[config.mk]
export PLATFORM = sky130hd
export DESIGN_NAME = zram_arbiter
export DESIGN_NICKNAME = d
export VERILOG_FILES = /design/src/rtl/zram_arbiter.sv
export SDC_FILE = /design/constraint.sdc
export NUM_CORES = 1
export LEC_CHECK = 0
export ABC_AREA = 1
export CELL_PAD_IN_SITES_DETAIL_PLACEMENT = 0
export CELL_PAD_IN_SITES_GLOBAL_PLACEMENT = 2
export CORE_MARGIN = 2
export CORE_UTILIZATION = 14
export CTS_BUF_LIST = sky130_fd_sc_hd__clkbuf_16
export CTS_CLUSTER_SIZE = 25
export DETAILED_ROUTE_END_ITERATION = 12
export PLACE_DENSITY_LB_ADDON = 0.1
export SYNTH_ARGS = -nofsm -noshare
export SYNTH_HDL_FRONTEND = slang
export SYNTH_SLANG_ARGS = --single-unit
export TNS_END_PERCENT = 30
[constraint.sdc]
create_clock -name clk -period 1.4 [get_ports clk]
set_input_delay 0.28 -clock clk [delete_from_list [all_inputs] [get_ports clk]]
set_output_delay 0.28 -clock clk [all_outputs]
set_load 0.005 [all_outputs]
[src/rtl/zram_arbiter.sv]
// Two-master arbiter for the single-port program/data RAM: CPU port C and debug/loader port D.
// Round-robin on ties; D may lock the RAM for bursts, bounded by a forced C slot after MAX_LOCK grants.
module zram_arbiter #(
  parameter int ADDR_W   = 4,
  parameter int DATA_W   = 8,
  parameter int MAX_LOCK = 8
) (
  input  logic              clk,
  input  logic              rst,
  input  logic              c_req,
  input  logic              c_we,
  input  logic [ADDR_W-1:0] c_addr,
  input  logic [DATA_W-1:0] c_wdata,
  output logic              c_gnt,
  output logic              c_rvalid,
  output logic [DATA_W-1:0] c_rdata,
  input  logic              d_req,
  input  logic              d_we,
  input  logic [ADDR_W-1:0] d_addr,
  input  logic [DATA_W-1:0] d_wdata,
  input  logic              d_lock,
  output logic              d_gnt,
  output logic              d_rvalid,
  output logic [DATA_W-1:0] d_rdata,
  output logic [ADDR_W-1:0] ram_addr,
  output logic              ram_we,
  output logic [DATA_W-1:0] ram_wdata,
  input  logic [DATA_W-1:0] ram_rdata
);

  typedef enum logic [1:0] {
    ARB      = 2'd0,
    LOCKED_D = 2'd1,
    FORCE_C  = 2'd2
  } state_t;

  localparam logic [7:0] MAX_CNT = 8'(MAX_LOCK);

  state_t      state_r;
  state_t      state_nxt_s;
  logic        last_d_r;
  logic        last_d_nxt_s;
  logic [7:0]  lock_cnt_r;
  logic [7:0]  lock_cnt_nxt_s;
  logic [7:0]  cnt_inc_s;
  logic        c_rvalid_r;
  logic        d_rvalid_r;
  logic        c_gnt_s;
  logic        d_gnt_s;

  // Saturating successor of the lock counter; it never wraps past MAX_CNT.
  assign cnt_inc_s = (lock_cnt_r >= MAX_CNT) ? MAX_CNT : (lock_cnt_r + 8'd1);

  // State register, round-robin pointer, lock counter and read-valid strobes.
  always_ff @(posedge clk or posedge rst) begin
    if (rst) begin
      state_r    <= ARB;
      last_d_r   <= 1'b1;
      lock_cnt_r <= 8'd0;
      c_rvalid_r <= 1'b0;
      d_rvalid_r <= 1'b0;
    end else begin
      state_r    <= state_nxt_s;
      last_d_r   <= last_d_nxt_s;
      lock_cnt_r <= lock_cnt_nxt_s;
      c_rvalid_r <= c_gnt_s & ~c_we;
      d_rvalid_r <= d_gnt_s & ~d_we;
    end
  end

  // Next-state, lock counter and last-winner update.
  always_comb begin
    state_nxt_s    = state_r;
    lock_cnt_nxt_s = lock_cnt_r;
    if (c_gnt_s) begin
      last_d_nxt_s = 1'b0;
    end else if (d_gnt_s) begin
      last_d_nxt_s = 1'b1;
    end else begin
      last_d_nxt_s = last_d_r;
    end
    case (state_r)
      ARB: begin
        if (d_gnt_s && d_lock) begin
          lock_cnt_nxt_s = 8'd1;
          if ((MAX_CNT == 8'd1) && c_req) begin
            state_nxt_s = FORCE_C;
          end else begin
            state_nxt_s = LOCKED_D;
          end
        end else begin
          lock_cnt_nxt_s = 8'd0;
          state_nxt_s    = ARB;
        end
      end
      LOCKED_D: begin
        // The grant that reaches MAX_CNT while C waits hands the next slot to C.
        if (d_gnt_s) begin
          lock_cnt_nxt_s = cnt_inc_s;
          if ((cnt_inc_s == MAX_CNT) && c_req) begin
            state_nxt_s = FORCE_C;
          end else begin
            state_nxt_s = LOCKED_D;
          end
        end else begin
          lock_cnt_nxt_s = 8'd0;
          state_nxt_s    = ARB;
        end
      end
      FORCE_C: begin
        lock_cnt_nxt_s = 8'd0;
        state_nxt_s    = ARB;
      end
      default: begin
        lock_cnt_nxt_s = 8'd0;
        state_nxt_s    = ARB;
      end
    endcase
  end

  // Grant decode; suppressed while reset is asserted.
  always_comb begin
    c_gnt_s = 1'b0;
    d_gnt_s = 1'b0;
    if (rst) begin
      c_gnt_s = 1'b0;
      d_gnt_s = 1'b0;
    end else begin
      case (state_r)
        ARB: begin
          if (c_req && d_req) begin
            c_gnt_s = last_d_r;
            d_gnt_s = ~last_d_r;
          end else begin
            c_gnt_s = c_req;
            d_gnt_s = d_req;
          end
        end
        LOCKED_D: begin
          d_gnt_s = d_req & d_lock;
        end
        FORCE_C: begin
          c_gnt_s = c_req;
        end
        default: begin
          c_gnt_s = 1'b0;
          d_gnt_s = 1'b0;
        end
      endcase
    end
  end

  // RAM command mux from the current winner.
  always_comb begin
    if (c_gnt_s) begin
      ram_addr  = c_addr;
      ram_we    = c_we;
      ram_wdata = c_wdata;
    end else if (d_gnt_s) begin
      ram_addr  = d_addr;
      ram_we    = d_we;
      ram_wdata = d_wdata;
    end else begin
      ram_addr  = {ADDR_W{1'b0}};
      ram_we    = 1'b0;
      ram_wdata = {DATA_W{1'b0}};
    end
  end

  assign c_gnt    = c_gnt_s;
  assign d_gnt    = d_gnt_s;
  assign c_rvalid = c_rvalid_r;
  assign d_rvalid = d_rvalid_r;
  assign c_rdata  = ram_rdata;
  assign d_rdata  = ram_rdata;

endmodule

Word level (Yosys, flattened, before mapping)
Cells that the tools add are included.
W data, S select, Z words.
{"block": "classes", "n_addsub": 1, "mul": 0, "div_mod_pow": 0, "n_lt_le_gt_ge": 1, "n_eq_ne": 3, "shift": 0, "n_mux": 22, "bitwise_logic": 6, "reduce_logical": 5}
{"op": "$mux W8", "count": 4}
{"op": "$pmux W8 S2", "count": 1}
{"op": "$mux W1", "count": 10}
{"op": "$add A8 B1 Y8 const B", "count": 1}
{"op": "$eq A8 B4 Y1 const B", "count": 1}
{"op": "$ge A8 B4 Y1 const B", "count": 1}
{"op": "$mux W4", "count": 2}
{"op": "$mux W2", "count": 2}
{"op": "$pmux W1 S2", "count": 2}
{"op": "$pmux W2 S2", "count": 1}
{"op": "$and A1 B1 Y1", "count": 3}
{"op": "$logic_and A1 B1 Y1", "count": 3}
{"op": "$not A1 Y1", "count": 3}
{"op": "$eq A2 B1 Y1 const B", "count": 1}
{"op": "$eq A2 B2 Y1 const B", "count": 1}
{"op": "$logic_not A2 Y1", "count": 1}
{"op": "$reduce_bool A2 Y1", "count": 1}
{"block": "totals", "regBits": 13, "latchBits": 0, "mem_bits_rw": 0, "rom_bits": 0, "in_bits": 39, "out_inout_bits": 33, "elab_cells": 43, "n_memories": 0}

Longest topological paths before layout
{"block": "logic_depth", "depth_word": 7, "depth_mapped": 8, "depth_no_buf": 8}

Least setup slack after synthesis
No wires, ideal clock.
{"block": "synth_timing", "kind": "register -> output", "from": "register last_d_r", "to": "output port ram_addr[1]", "t_arrival_ps": 1093, "t_required_ps": 1120, "path_slack_ps": 27, "stages_incl_launch_ff": 9, "path_buffers": 1, "cell_sequence": "dfstp_2 inv_1 o21ai_2 nand2_2 nand2_4 inv_4 buf_12 nand2_2 nand2_1"}
{"block": "synth_between", "elab_chain_cells": 6, "word_cells_on_any_way": 9, "cone_classes": "mux: 8; bitwise: 1"}
{"item": "from (decl)", "line_no": "41", "source": "logic last_d_r;"}
{"item": "from (signal assigned)", "line_no": "64", "source": "last_d_r <= last_d_nxt_s;"}
{"item": "$not A1 Y1", "line_no": "133", "source": "d_gnt_s = ~last_d_r;"}
{"item": "$mux W1", "line_no": "131", "source": "if (c_req && d_req) begin"}
{"item": "$pmux W1 S2", "line_no": "129", "source": "case (state_r)"}
{"item": "$mux W1", "line_no": "125", "source": "if (rst) begin"}
{"item": "net d_gnt", "line_no": "22", "source": "output logic d_gnt,"}
{"item": "$mux W4", "line_no": "159", "source": "end else if (d_gnt_s) begin"}
{"item": "$mux W4", "line_no": "155", "source": "if (c_gnt_s) begin"}
{"item": "to (decl)", "line_no": "25", "source": "output logic [ADDR_W-1:0] ram_addr,"}
The timed path passes the listed nets, and every way through them passes these cells.

Final worst setup path
{"block": "layout_timing", "from": "register last_d_r", "to": "output port ram_wdata[7]"}
{"block": "layout_between", "elab_chain_cells": 6, "word_cells_on_any_way": 9, "cone_classes": "mux: 8; bitwise: 1"}
{"item": "$not A1 Y1", "line_no": "133"}
{"item": "$mux W1", "line_no": "131"}
{"item": "$pmux W1 S2", "line_no": "129"}
{"item": "$mux W1", "line_no": "125"}
{"item": "$mux W8", "line_no": "159"}
{"item": "$mux W8 (*)", "line_no": "155"}
{"item": "to (decl)", "line_no": "27", "source": "output logic [DATA_W-1:0] ram_wdata,"}
Mark *: on every way between the ends. The rest lies on a longest branch, timed or not.

==> flow_summary.html <==
<table>
<tr><th>Metric</th><th>Value</th></tr>
<tr><th colspan="2">Die</th></tr>
<tr><td>Vertical die dimension</td><td>about 84 um</td></tr>
<tr><td>Core outline area</td><td>6280 sq um</td></tr>
<tr><td>Initial Util</td><td>0.143</td></tr>
<tr><td>I/O pin count</td><td>72</td></tr>
<tr><td>Die Wd</td><td>between 80 and 90 um</td></tr>
<tr><td>Count of standard-cell rows</td><td>29</td></tr>
<tr><td>Total die area</td><td>7070 sq um</td></tr>
<tr><th colspan="2">Worst setup path</th></tr>
<tr><td>Worst Reg-to-Reg Cells</td><td>9</td></tr>
<tr><td>Worst Path Required</td><td>1120 ps</td></tr>
<tr><td>Logic depth of the worst path, buffers included</td><td>9</td></tr>
<tr><td>Destination of the worst register-to-register timing path</td><td>lock_cnt_r[0]$_DFF_PP0_</td></tr>
<tr><td>Startpoint of the worst register-to-register path</td><td>last_d_r$_DFFE_PP1P_</td></tr>
<tr><td>Data arrival time of the worst path</td><td>1530 ps</td></tr>
<tr><td>Largest incremental delay on the critical path</td><td>520 ps</td></tr>
<tr><td>Setup crit start</td><td>last_d_r$_DFFE_PP1P_</td></tr>
<tr><td>Crit Path Class</td><td>flop to primary output</td></tr>
<tr><td>Cell-by-cell listing of the critical path</td><td>inv_2 -&gt; o21ai_2 -&gt; nand2_2 -&gt; nand2_4 -&gt; inv_8 -&gt; buf_6 -&gt; nand2_2 -&gt; nand2_1 -&gt; buf_2</td></tr>
<tr><td>Bufs and invs on worst path</td><td>4</td></tr>
<tr><td>Crit path max-delay family</td><td>flip-flops</td></tr>
<tr><td>Flop2flop setup slack</td><td>-30 ps</td></tr>
<tr><td>Library cell contributing the largest single delay on the critical path</td><td>sky130_fd_sc_hd__dfstp_2</td></tr>
<tr><td>Capturing element of the worst setup path</td><td>ram_wdata[7]</td></tr>
<tr><td>Most repeated library cell on the critical path</td><td>sky130_fd_sc_hd__nand2_2</td></tr>
<tr><td>Worst Setup Start Kind</td><td>flop</td></tr>
<tr><td>Critical path endpoint category</td><td>primary output</td></tr>
<tr><td>CP Max Fanout</td><td>6</td></tr>
<tr><th colspan="2">Synthesis</th></tr>
<tr><td>Post-synthesis cell count</td><td>between 100 and 150</td></tr>
<tr><td>Unique cell type count in the Yosys netlist</td><td>22</td></tr>
<tr><td>Number of enable-type register cells in the synthesized netlist</td><td>0</td></tr>
<tr><td>Proportion of synthesized chip area in sequential cells</td><td>0.364</td></tr>
<tr><td>Top post-synthesis cells by area</td><td>sky130_fd_sc_hd__dfrtp_1 (33%), sky130_fd_sc_hd__nand2_1 (15%), sky130_fd_sc_hd__buf_4 (13%)</td></tr>
<tr><td>Cell type contributing the most total cell area after synthesis</td><td>sky130_fd_sc_hd__dfrtp_1</td></tr>
<tr><td>Top cell type's share of synthesized area</td><td>0.334</td></tr>
<tr><td>Dominant cell by count in the synthesized netlist</td><td>sky130_fd_sc_hd__nand2_1</td></tr>
<tr><td>Post-synthesis async set-or-reset flop share</td><td>1.00</td></tr>
<tr><td>Dominant synthesized flop cell</td><td>sky130_fd_sc_hd__dfrtp_1</td></tr>
<tr><td>Flip-flop and latch count after synthesis</td><td>13</td></tr>
<tr><td>Post-synthesis instance area</td><td>898 sq um</td></tr>
<tr><td>Mapped Avg Cell Area</td><td>roughly 7.4 sq um</td></tr>
<tr><td>Warnings, synthesis</td><td>0</td></tr>
<tr><td>Most used standard cells in the synthesized netlist</td><td>sky130_fd_sc_hd__nand2_1 (37), sky130_fd_sc_hd__buf_4 (16), sky130_fd_sc_hd__inv_1 (13)</td></tr>
<tr><th colspan="2">STA</th></tr>
<tr><td>Setup TNS Final</td><td>-5220 ps</td></tr>
<tr><td>Fin. Hold Viols</td><td>0</td></tr>
<tr><td>Setup repair after global routing missed its margin</td><td>true</td></tr>
<tr><td>Layout Skew</td><td>5.07 ps</td></tr>
<tr><td>Clock period minus final worst setup slack</td><td>1810 ps</td></tr>
<tr><td>Max frequency</td><td>551 MHz</td></tr>
<tr><td>Number of endpoints failing setup at the final stage</td><td>17</td></tr>
<tr><td>Setup slack of the critical path after layout</td><td>-414 ps</td></tr>
<tr><td>Hold slack</td><td>279 ps</td></tr>
<tr><td>Count of pins over their slew limit</td><td>0</td></tr>
<tr><td>Final cycle utilization of the critical path</td><td>1.30</td></tr>
<tr><th colspan="2">Status</th></tr>
<tr><td>Failing checks</td><td>setup timing</td></tr>
<tr><td>Result of the run</td><td>finished with violations</td></tr>
<tr><th colspan="2">Route</th></tr>
<tr><td>Sum of routed wire length over all layers</td><td>3.02 mm</td></tr>
<tr><td>Pre-antenna DRT Iters</td><td>4</td></tr>
<tr><td>Avg WL per Cell</td><td>roughly 11 um</td></tr>
<tr><td>Number of vias per cell</td><td>3.53</td></tr>
<tr><td>Number of vias after detailed routing</td><td>949</td></tr>
<tr><td>Number of violations reported at the end of detailed-routing iteration 0</td><td>25</td></tr>
<tr><td># DRC</td><td>0</td></tr>
<tr><td>Number of antenna-violating nets in the routed design</td><td>0</td></tr>
<tr><th colspan="2">Global routing</th></tr>
<tr><td>Overall routing resource usage</td><td>0.0862</td></tr>
<tr><td>Initial antenna violation count</td><td>0</td></tr>
<tr><td>Pin count of the biggest net entering global routing</td><td>14</td></tr>
<tr><td>Wire length of the first global-routing pass</td><td>4.86 mm</td></tr>
<tr><td>Overflow left after global routing</td><td>0</td></tr>
<tr><td>Vias in the first global route</td><td>1012</td></tr>
<tr><th colspan="2">Clock tree</th></tr>
<tr><td>Post-cts hold buffer count</td><td>0</td></tr>
<tr><td>Clock tree from TritonCTS</td><td>yes</td></tr>
<tr><td>Register clock-pin slew on the reported worst setup and hold paths</td><td>about 50 ps</td></tr>
<tr><td>Maximum level of the CTS H-tree</td><td>1</td></tr>
<tr><td>Clock Root Buffer</td><td>sky130_fd_sc_hd__clkbuf_16</td></tr>
<tr><td>Clock tree sinks</td><td>13</td></tr>
<tr><td>Buffer levels on the longest clock path</td><td>2</td></tr>
<tr><td>Insertion delay of the later-clocked pin in the worst-skew pair</td><td>240 ps</td></tr>
<tr><td>TritonCTS buffer count</td><td>3</td></tr>
<tr><th colspan="2">Run</th></tr>
<tr><td>Max-capacitance violation count</td><td>0</td></tr>
<tr><th colspan="2">Final layout</th></tr>
<tr><td>Share of post-route cells with drive strength above 1</td><td>0.443</td></tr>
<tr><td>Layout Nets</td><td>about 230</td></tr>
<tr><td>Post-layout utilization of the core</td><td>0.268</td></tr>
<tr><td>Growth of design area from synthesis to finish</td><td>87.2%</td></tr>
<tr><td>Ant diodes</td><td>0</td></tr>
<tr><th colspan="2">Worst hold path</th></tr>
<tr><td>Worst min-delay path category</td><td>input port to async pin</td></tr>
<tr><th colspan="2">Power</th></tr>
<tr><td>Areal power density over the cells</td><td>806 nW/um^2</td></tr>
<tr><td>VDD IR-drop max</td><td>0.000493 V</td></tr>
<tr><td>Overall power consumption</td><td>1.36 mW</td></tr>
<tr><td>Static leakage</td><td>slightly below 0.9 nW</td></tr>
<tr><th colspan="2">Placed design</th></tr>
<tr><td>DP HPWL</td><td>2.01 mm</td></tr>
<tr><td>Number of buffer cells added on primary ports</td><td>47</td></tr>
<tr><td>GPL Wtd Cong</td><td>0.703</td></tr>
</table>
## state kept, by name (all words and copies together), names as in the netlist
| register | flops |
|---|---|
| d_rvalid | 1 |
| last_d_r | 1 |
| c_rvalid | 1 |
| state_r | 2 |
| lock_cnt_r | 8 |
## through the flow
step	worst slack, ps	instances	cell area [sq um]
finish	-414	269	1680
detailed placement	-835	242	1410
global placement	-843	242	1410
floorplan	27.0	125	910
CTS	-440	266	1640
global route	-491	269	1680
## what timing repair did
item	in CTS	in global routing
gates resized for setup	77	12
endpoints found under the setup margin	17	20
setup buffers	18	3
gates cloned	2	0
pin swaps	10	3
hold endpoints to repair	0	0
## how the worst min path moves through the flow
stage	endpoint	slack [ps]
finish	lock_cnt_r[1]$_DFF_PP0_	280
global placement	lock_cnt_r[2]$_DFF_PP0_	550
global route	lock_cnt_r[1]$_DFF_PP0_	300
detailed placement	c_rdata[1]	560
floorplan	c_rvalid$_DFF_PP0_	160
CTS	state_r[0]$_DFF_PP0_	260
## cell type report
type,count,area [sq um]
Tap cell,77,96.3
Inverter,15,66.3
Clock buffer,3,75.1
Timing Repair inverter,2,16.3
Timing Repair Buffer,79,653
Sequential cell,13,328
Clock inverter,1,3.75
Multi-Input combinational cell,79,443
Fill cell,695,4600
## worst reg2reg max path: cells and delay by family, from the launching register on
kind / cells / cell delay [ps]
buffers and inverters: 4 / 360
and+or+nand+nor: 4 / 310
AOI/OAI and AO/OA: 1 / 130
DFF: 1 / 520
## placed cells by master, fill, tap and decap left out, types with 4 or more instances in the layout
| cell | netlist | final |
|---|---|---|
| sky130_fd_sc_hd__nand3_1 | 6 | 4 |
| sky130_fd_sc_hd__buf_2 | 0 | 12 |
| sky130_fd_sc_hd__inv_1 | 13 | 11 |
| sky130_fd_sc_hd__nand2_1 | 37 | 31 |
| sky130_fd_sc_hd__nand2_2 | 10 | 14 |
| sky130_fd_sc_hd__clkdlybuf4s50_1 | 0 | 29 |
| sky130_fd_sc_hd__buf_4 | 16 | 28 |
| sky130_fd_sc_hd__conb_1 | 1 | 4 |
| sky130_fd_sc_hd__dfrtp_1 | 12 | 11 |
| sky130_fd_sc_hd__nor2_1 | 10 | 8 |
| sky130_fd_sc_hd__buf_6 | 1 | 5 |
## kinds of logic (layout without fill, tap and decap cells)
kind of cell | after synthesis | after routing | share of synthesized area
other | 1 | 4 | 0.00417
adder cells (fa/ha/maj) | 2 | 2 | 0.0279
flip-flops | 13 | 13 | 0.364
AND/OR/NAND/NOR | 69 | 69 | 0.344
AO/OA/AOI/OAI | 4 | 4 | 0.0265
buffers and inverters | 33 | 100 | 0.234
## per-layer routing
metal | vias to the layer above | routed length [um] | GRT usage
met1 | 434 | 1270 | 0.101
met3 | 7 | 127 | 0.0148
met5 | - | 0 | 0
li1 | 487 | - | -
met4 | 0 | 24 | 0.0279
met2 | 21 | 1600 | 0.158
## where the power goes
group / switching, mW / total [mW] / leakage, nW / internal (mW)
combinational: 0.176 / 0.423 / 0.676 / 0.246
sequential: 0.00910 / 0.410 / 0.166 / 0.401
clock: 0.147 / 0.523 / 0.0423 / 0.376
total: 0.333 / 1.36 / 0.884 / 1.02
Note: power is estimated with default switching activity, not from simulation.
